$ cat src/rtl/pad_pkg.sv
// pad_pkg: shared FSM state type and widths for the controller-pad responder
package pad_pkg;
    typedef enum logic [1:0] {IDLE, LOAD, SHIFT, DONE} padState_t;
    localparam int BIT_CNT_W = 4;
    localparam int POLL_W = 16;
    localparam logic [BIT_CNT_W-1:0] LAST_BIT = BIT_CNT_W'(7);
endpackage

$ cat src/rtl/pad_sync_edge.sv
// pad_sync_edge: multi-flop synchronizer with a history flop reporting level and change pulses
module pad_sync_edge #(
    parameter int STAGES = 2
) (
    input  logic clk,
    input  logic rst,
    input  logic pad,
    output logic level,
    output logic changed
);
    logic [STAGES-1:0] sync;
    logic hist;
    always_ff @(posedge clk or posedge rst) begin
        if (rst) begin
            sync <= '0;
            hist <= 1'b0;
        end else begin
            sync <= {sync[STAGES-2:0], pad};
            hist <= sync[STAGES-1];
        end
    end
    assign level = sync[STAGES-1];
    assign changed = sync[STAGES-1] ^ hist;
endmodule

$ cat src/rtl/pad_responder.sv
// pad_responder: serial game-pad responder; latches buttons on padLATCH and shifts them out on padCLK
module pad_responder
    import pad_pkg::*;
#(
    parameter int SYNC_STAGES = 2,
    parameter int TIMEOUT_CYC = 4096
) (
    input  logic              PCLK,
    input  logic              RESET,
    input  logic              padLATCH,
    input  logic              padCLK,
    input  logic [7:0]        buttons,
    output logic              padDATA,
    output logic              frame_done,
    output logic              timeout_err,
    output logic [POLL_W-1:0] poll_count
);
    localparam int TO_W = $clog2(TIMEOUT_CYC);
    localparam logic [TO_W-1:0] TO_LAST = TO_W'(TIMEOUT_CYC - 1);
    logic latchLvl, latchChg, clkLvl, clkChg;
    logic latchRise, latchFall, clkRise;
    padState_t state;
    logic [7:0] shreg;
    logic [BIT_CNT_W-1:0] bitCnt;
    logic [TO_W-1:0] toCnt;
    pad_sync_edge #(.STAGES(SYNC_STAGES)) latchSync (
        .clk(PCLK), .rst(RESET), .pad(padLATCH), .level(latchLvl), .changed(latchChg)
    );
    pad_sync_edge #(.STAGES(SYNC_STAGES)) clkSync (
        .clk(PCLK), .rst(RESET), .pad(padCLK), .level(clkLvl), .changed(clkChg)
    );
    assign latchRise = latchChg & latchLvl;
    assign latchFall = latchChg & ~latchLvl;
    assign clkRise = clkChg & clkLvl;
    assign padDATA = ~shreg[0];
    // A latch rising edge pre-empts everything, including a coincident shift clock.
    always_ff @(posedge PCLK or posedge RESET) begin
        if (RESET) begin
            state <= IDLE;
            shreg <= '0;
            bitCnt <= '0;
            toCnt <= '0;
            frame_done <= 1'b0;
            timeout_err <= 1'b0;
            poll_count <= '0;
        end else begin
            frame_done <= 1'b0;
            timeout_err <= 1'b0;
            if (latchRise) begin
                state <= LOAD;
                shreg <= buttons;
                bitCnt <= '0;
                toCnt <= '0;
                poll_count <= poll_count + 1'b1;
            end else begin
                case (state)
                    LOAD: begin
                        shreg <= buttons;
                        if (latchFall) state <= SHIFT;
                    end
                    SHIFT: begin
                        if (clkRise) begin
                            shreg <= shreg >> 1;
                            bitCnt <= bitCnt + 1'b1;
                            toCnt <= '0;
                            if (bitCnt == LAST_BIT) begin
                                frame_done <= 1'b1;
                                state <= DONE;
                            end
                        end else if (toCnt == TO_LAST) begin
                            timeout_err <= 1'b1;
                            shreg <= '0;
                            toCnt <= '0;
                            state <= IDLE;
                        end else begin
                            toCnt <= toCnt + 1'b1;
                        end
                    end
                    DONE: if (clkRise) shreg <= shreg >> 1;
                    default: ;
                endcase
            end
        end
    end
endmodule
$ cat config.mk
export PLATFORM = sky130hd
export DESIGN_NAME = pad_responder
export DESIGN_NICKNAME = d
export VERILOG_FILES = /design/src/rtl/pad_pkg.sv /design/src/rtl/pad_sync_edge.sv /design/src/rtl/pad_responder.sv
export SDC_FILE = /design/constraint.sdc
export NUM_CORES = 1
export LEC_CHECK = 0
export CAP_MARGIN = 10
export CORE_ASPECT_RATIO = 1.75
export CORE_MARGIN = 3
export CORE_UTILIZATION = 43
export CTS_CLUSTER_DIAMETER = 120
export CTS_CLUSTER_SIZE = 24
export DETAILED_ROUTE_END_ITERATION = 8
export GPL_TIMING_DRIVEN = 0
export PLACE_DENSITY = 0.68
export SYNTH_ARGS = -nofsm -noshare
export SYNTH_HDL_FRONTEND = slang
export SYNTH_SLANG_ARGS = --single-unit
$ cat constraint.sdc
create_clock -name PCLK -period 3.45 [get_ports PCLK]
set_input_delay 0.69 -clock PCLK [delete_from_list [all_inputs] [get_ports PCLK]]
set_output_delay 0.69 -clock PCLK [all_outputs]
set_load 0.05 [all_outputs]
; ---- Word-level counts from Yosys, hierarchy flattened
; Cells that the tools add are included.
[totals]
wordCells = 63
out_inout_bits = 19
regBits = 50
inputBits = 12
[op_classes]
mux = 26
bitwise = 7
addsub = 3
n_reduce_logical = 7
eq_ne = 9
[ops]
columns = op, count
row1 = $mux 12, 4
row2 = $mux 8, 4
row3 = $pmux 8 s3, 1
row4 = $add 16x1->16 const B, 1
row5 = $add 12x1->12 const B, 1
row6 = $eq 12x12->1 const B, 1
row7 = $mux 4, 3
row8 = $mux 2, 5
row9 = $mux 1, 8
row10 = $ne 4x4->1 const B, 2
row11 = $ne 3x3->1 const B, 2
row12 = $add 4x1->4 const B, 1
row13 = $eq 2x2->1 const B, 2
row14 = $eq 4x3->1 const B, 1
row15 = $pmux 2 s2, 1
row16 = $reduce_and 4->1, 1
row17 = $reduce_bool 2->1, 2
row18 = $reduce_bool 4->1, 1
row19 = $and 1x1->1, 3
row20 = $reduce_and 3->1, 1
row21 = $reduce_bool 3->1, 1
row22 = $eq 2x1->1 const B, 1
row23 = $not 1->1, 2
row24 = $reduce_and 2->1, 1
row25 = $xor 1x1->1, 2

; ---- Depth between registers and ports, before layout
[logic_depth]
depth_word = 5
ltp_mapped = 7
mapped_depth_nobuf = 6

; ---- By module
; A second synthesis with hierarchy kept.
[hier_totals]
cells_unflattened = 210
hier_area_um2 = 2293.4
[by_module_without_submodules]
columns = module, n_inst, cells_per_inst, area_per_inst_um2
row1 = pad_responder, 1, 200, 2118.3
row2 = pad_sync_edge, 2, 5, 87.6

; ---- Worst setup path after synthesis
; Ideal clock, no wire load.
[synth_path]
path_type = reg-to-reg
from = register poll_count[0]
to = register poll_count[10]
arrival_time_ps = 1712
required_time_ps = 3309
period_less_slack_ps = 1853
setup_slack_ps = 1597
stages_incl_launch_ff = 6
path_buffers = 0
setup_time_ps = 141
path_cell_list = dfrtp_1 -> ha_1 -> nand4_1 -> nor3_1 -> nand4_1 -> xnor2_1
[synth_between]
elab_chain_len = 1
[synth_rtl]
columns = item, line
row1 = start: declaration, pad_responder.sv:16  ; output logic [POLL_W-1:0] poll_count
row2 = start signal: assignment, pad_responder.sv:54  ; poll_count <= poll_count + 1'b1;
row3 = $add 16x1->16, pad_responder.sv:54
; Every way passes these cells.
; A chain may end at the register's enable or synchronous reset.

; ---- Final worst setup path
[layout_path]
from = register poll_count[0]
to = output port poll_count[0]
; No word-level cell between the ends.

==> impl_metrics.py <==
metrics = {
    "pwr": {
        "power.density_nw_per_um2": 677,
        "ir_drop_uv": 385,
        "p_sw_uw": 686,
        "p_int_uw": 1230,
        "p_leak_uw": 0.00126,
        "power_frac_seq": 0.421,
        "switching_share": 0.358,
        "comb_power_share": 0.364,
        "p_clk_frac": 0.216,
        "power.total_uw": 1920,
    },
    "cts": {
        "cts_tree": "yes",
        "insertion_delay_ps": 310,
        "clk_pin_slew_ps": 90,
        "holdBufCountCts": 0,
        "cts-buffers-inserted": 5,
        "cts.sink_count": 50,
        "htreeDepth": 2,
        "root_buffer": "clkbuf_8",
        "clockBufferDepth": 2,
        "cts.repair.resized": 0,
        "post_cts_buffers": 0,
    },
    "synthesis": {
        "synth_seq_area_share": 0.538,
        "synthArstFlopShare": 1.00,
        "ys_types": 43,
        "ys.flop_type": "dfrtp_1",
        "synth_edf_count": 0,
        "yosysTopAreaCellShare": 0.538,
        "synth_fp_nets": 224,
        "synthTopCellsByArea": "dfrtp_1, xnor2_1, mux2_2",
        "synth_area_per_cell_um2": 11.4,
        "ys_ff_latch": 50,
        "synth_top_area_cell": "dfrtp_1",
        "ys_warn_count": 0,
        "synthCells": 205,
        "synth.cell_area_um2": 2330,
    },
    "global_routing": {
        "grtUsageTotal": 0.155,
        "grt_pass1_vias": 1657,
        "grt_remaining_overflow": 0,
        "grt_pass1_wl_um": 7450,
        "grt_max_degree": 38,
        "antenna_found_initial": 0,
    },
    "setup_path": {
        "crit_type": "reg2out",
        "crit_path_max_incr_delay_ps": 840,
        "critPathBufInv": 1,
        "crit_chain": "clkdlybuf4s50_1",
        "crit_required_ps": 2760,
        "cp_top_family": "buffers and inverters",
        "crit_arrival_ps": 1590,
        "crit_slowest_cell": "clkdlybuf4s50_1",
        "endpoint_kind": "output pin",
        "regToRegSetupSlack_ps": 1440,
        "path_max_fanout": 5,
        "startpoint_type": "flip-flop",
    },
    "drt": {
        "drt-total-wl_um": 4220,
        "wl_met3_um": 110,
        "top_layer": "met4",
        "viasPerCell": 5.43,
        "route.vias.total": 1618,
        "avgRoutedWirePerCell_um": 14.2,
        "wl_met1_um": 1690,
        "wl_met2_um": 2310,
        "drc_errors": 0,
        "ant_nets": 0,
        "drtIter0Drc": 64,
        "dr.pass1.iters": 4,
    },
    "timing": {
        "setup_tns_ps": 0,
        "period_minus_slack_ps": 2280,
        "tightest_slew_ps": 790,
        "finalHoldViolCount": 0,
        "fin_crit_sh": 0.662,
        "slew_violations": 0,
        "finalSetupViolCount": 0,
        "fin_skew_ps": 11.0,
        "max_freq_ghz": 0.438,
        "rsz0062_at_grt": "false",
        "slew-limit-headroom": 0.469,
    },
    "die": {
        "rows": 34,
        "start_util": 0.456,
        "io_pins": 31,
        "core-area_um2": 5100,
        "dieArea_um2": 6370,
        "die_height_um": 103,
        "die_w_um": 61.6,
    },
    "run_status": {
        "status": "completed",
    },
    "cells_and_area": {
        "final_cells": 298,
        "mostFrequentLayoutCells": "dfrtp_1, clkdlybuf4s50_1, nor2_1",
        "final_common_cell": "dfrtp_1",
        "drive_gt1_frac": 0.139,
        "num-nets-final": 262,
        "area_growth_pct": 21.6,
        "antenna_cells": 0,
    },
    "hold_path": {
        "min-delay-path-class": "reg2reg",
    },
    "job": {
        "max_cap_violations": 0,
    },
    "placement": {
        "dpl.hpwl_um": 3140,
        "gp_congestion": 0.728,
        "io_buffer_count": 30,
        "dp_cells": 290,
    },
}
final timing paths:
kind	from	to	cells past startpoint
worst max-delay path	poll_count[0]	poll_count[0]	1
worst min-delay path	latchSync.sync[0]	latchSync.sync[1]	0
worst min register to register	latchSync.sync[0]	latchSync.sync[1]	0
min in group asynchronous	RESET	toCnt[8]	2
worst max register to register	latchSync.sync[1]	shreg[6]	4
max in group asynchronous	RESET	bitCnt[3]	3
power groups by stage:
stage	Clock, uW	Combinational [uW]	Sequential, uW
6_report	413	697	806
5_1_grt	446	762	825
4_1_cts	425	710	809
3_5_place_dp	0	709	819
3_3_place_gp	0	691	814
2_1_floorplan	0	424	906
state kept, by name (all words and copies together), names as in the netlist:
signal          count
frame_done          1
poll_count         16
bitCnt              4
latchSync.hist      1
latchSync.sync      2
timeout_err         1
toCnt              12
state               2
shreg               8
clkSync.hist        1
clkSync.sync        2
cell type report:
cell class,count,area [um^2]
Sequential cell,50,1250
Tap cell,54,67.6
Fill cell,476,2280
Buffer,4,25.0
Clock buffer,5,68.8
Timing Repair Buffer,31,320
Clock inverter,3,45.0
Multi-Input combinational cell,140,1010
Inverter,11,41.3
Yosys cell counts, types with 3 or more instances:
library cell   n
o21ai_0        4
a21oi_1        5
nand3_1        6
nor2_1        18
mux2_2         8
dfrtp_1       50
nand2_1       17
xor2_1        10
ha_1           7
xnor2_1       16
a22o_2         6
inv_1         11
nand3b_1       3
nor3_1         6
nand4_1        7
cell families after synthesis:
family                     synth area share
buffers and inverters                0.0285
AOI/OAI and AO/OA                    0.0882
xor gates and xnor gates             0.0978
muxes                                0.0473
adders and majority gates            0.0376
and+or+nand+nor                       0.163
DFF                                   0.538
layer usage:
metal	global-route usage	vias up
met4	0.0703	0
met5	0	-
met2	0.261	27
met1	0.188	799
li1	-	783
met3	0.0261	9
per-stage QoR:
| step | utilization | hold WS [ps] | instance area [um^2] | setup WS [ps] |
|---|---|---|---|---|
| global route | 0.554 | 374 | 2830 | 1120 |
| finish | 0.554 | 357 | 2830 | 1170 |
| detailed placement | 0.532 | 338 | 2720 | 1430 |
| CTS | 0.554 | 359 | 2830 | 1160 |
| global placement | 0.528 | 332 | 2700 | 589 |
| floorplan | - | 331 | 2330 | 1560 |
Note: power is estimated with default switching activity, not from simulation.
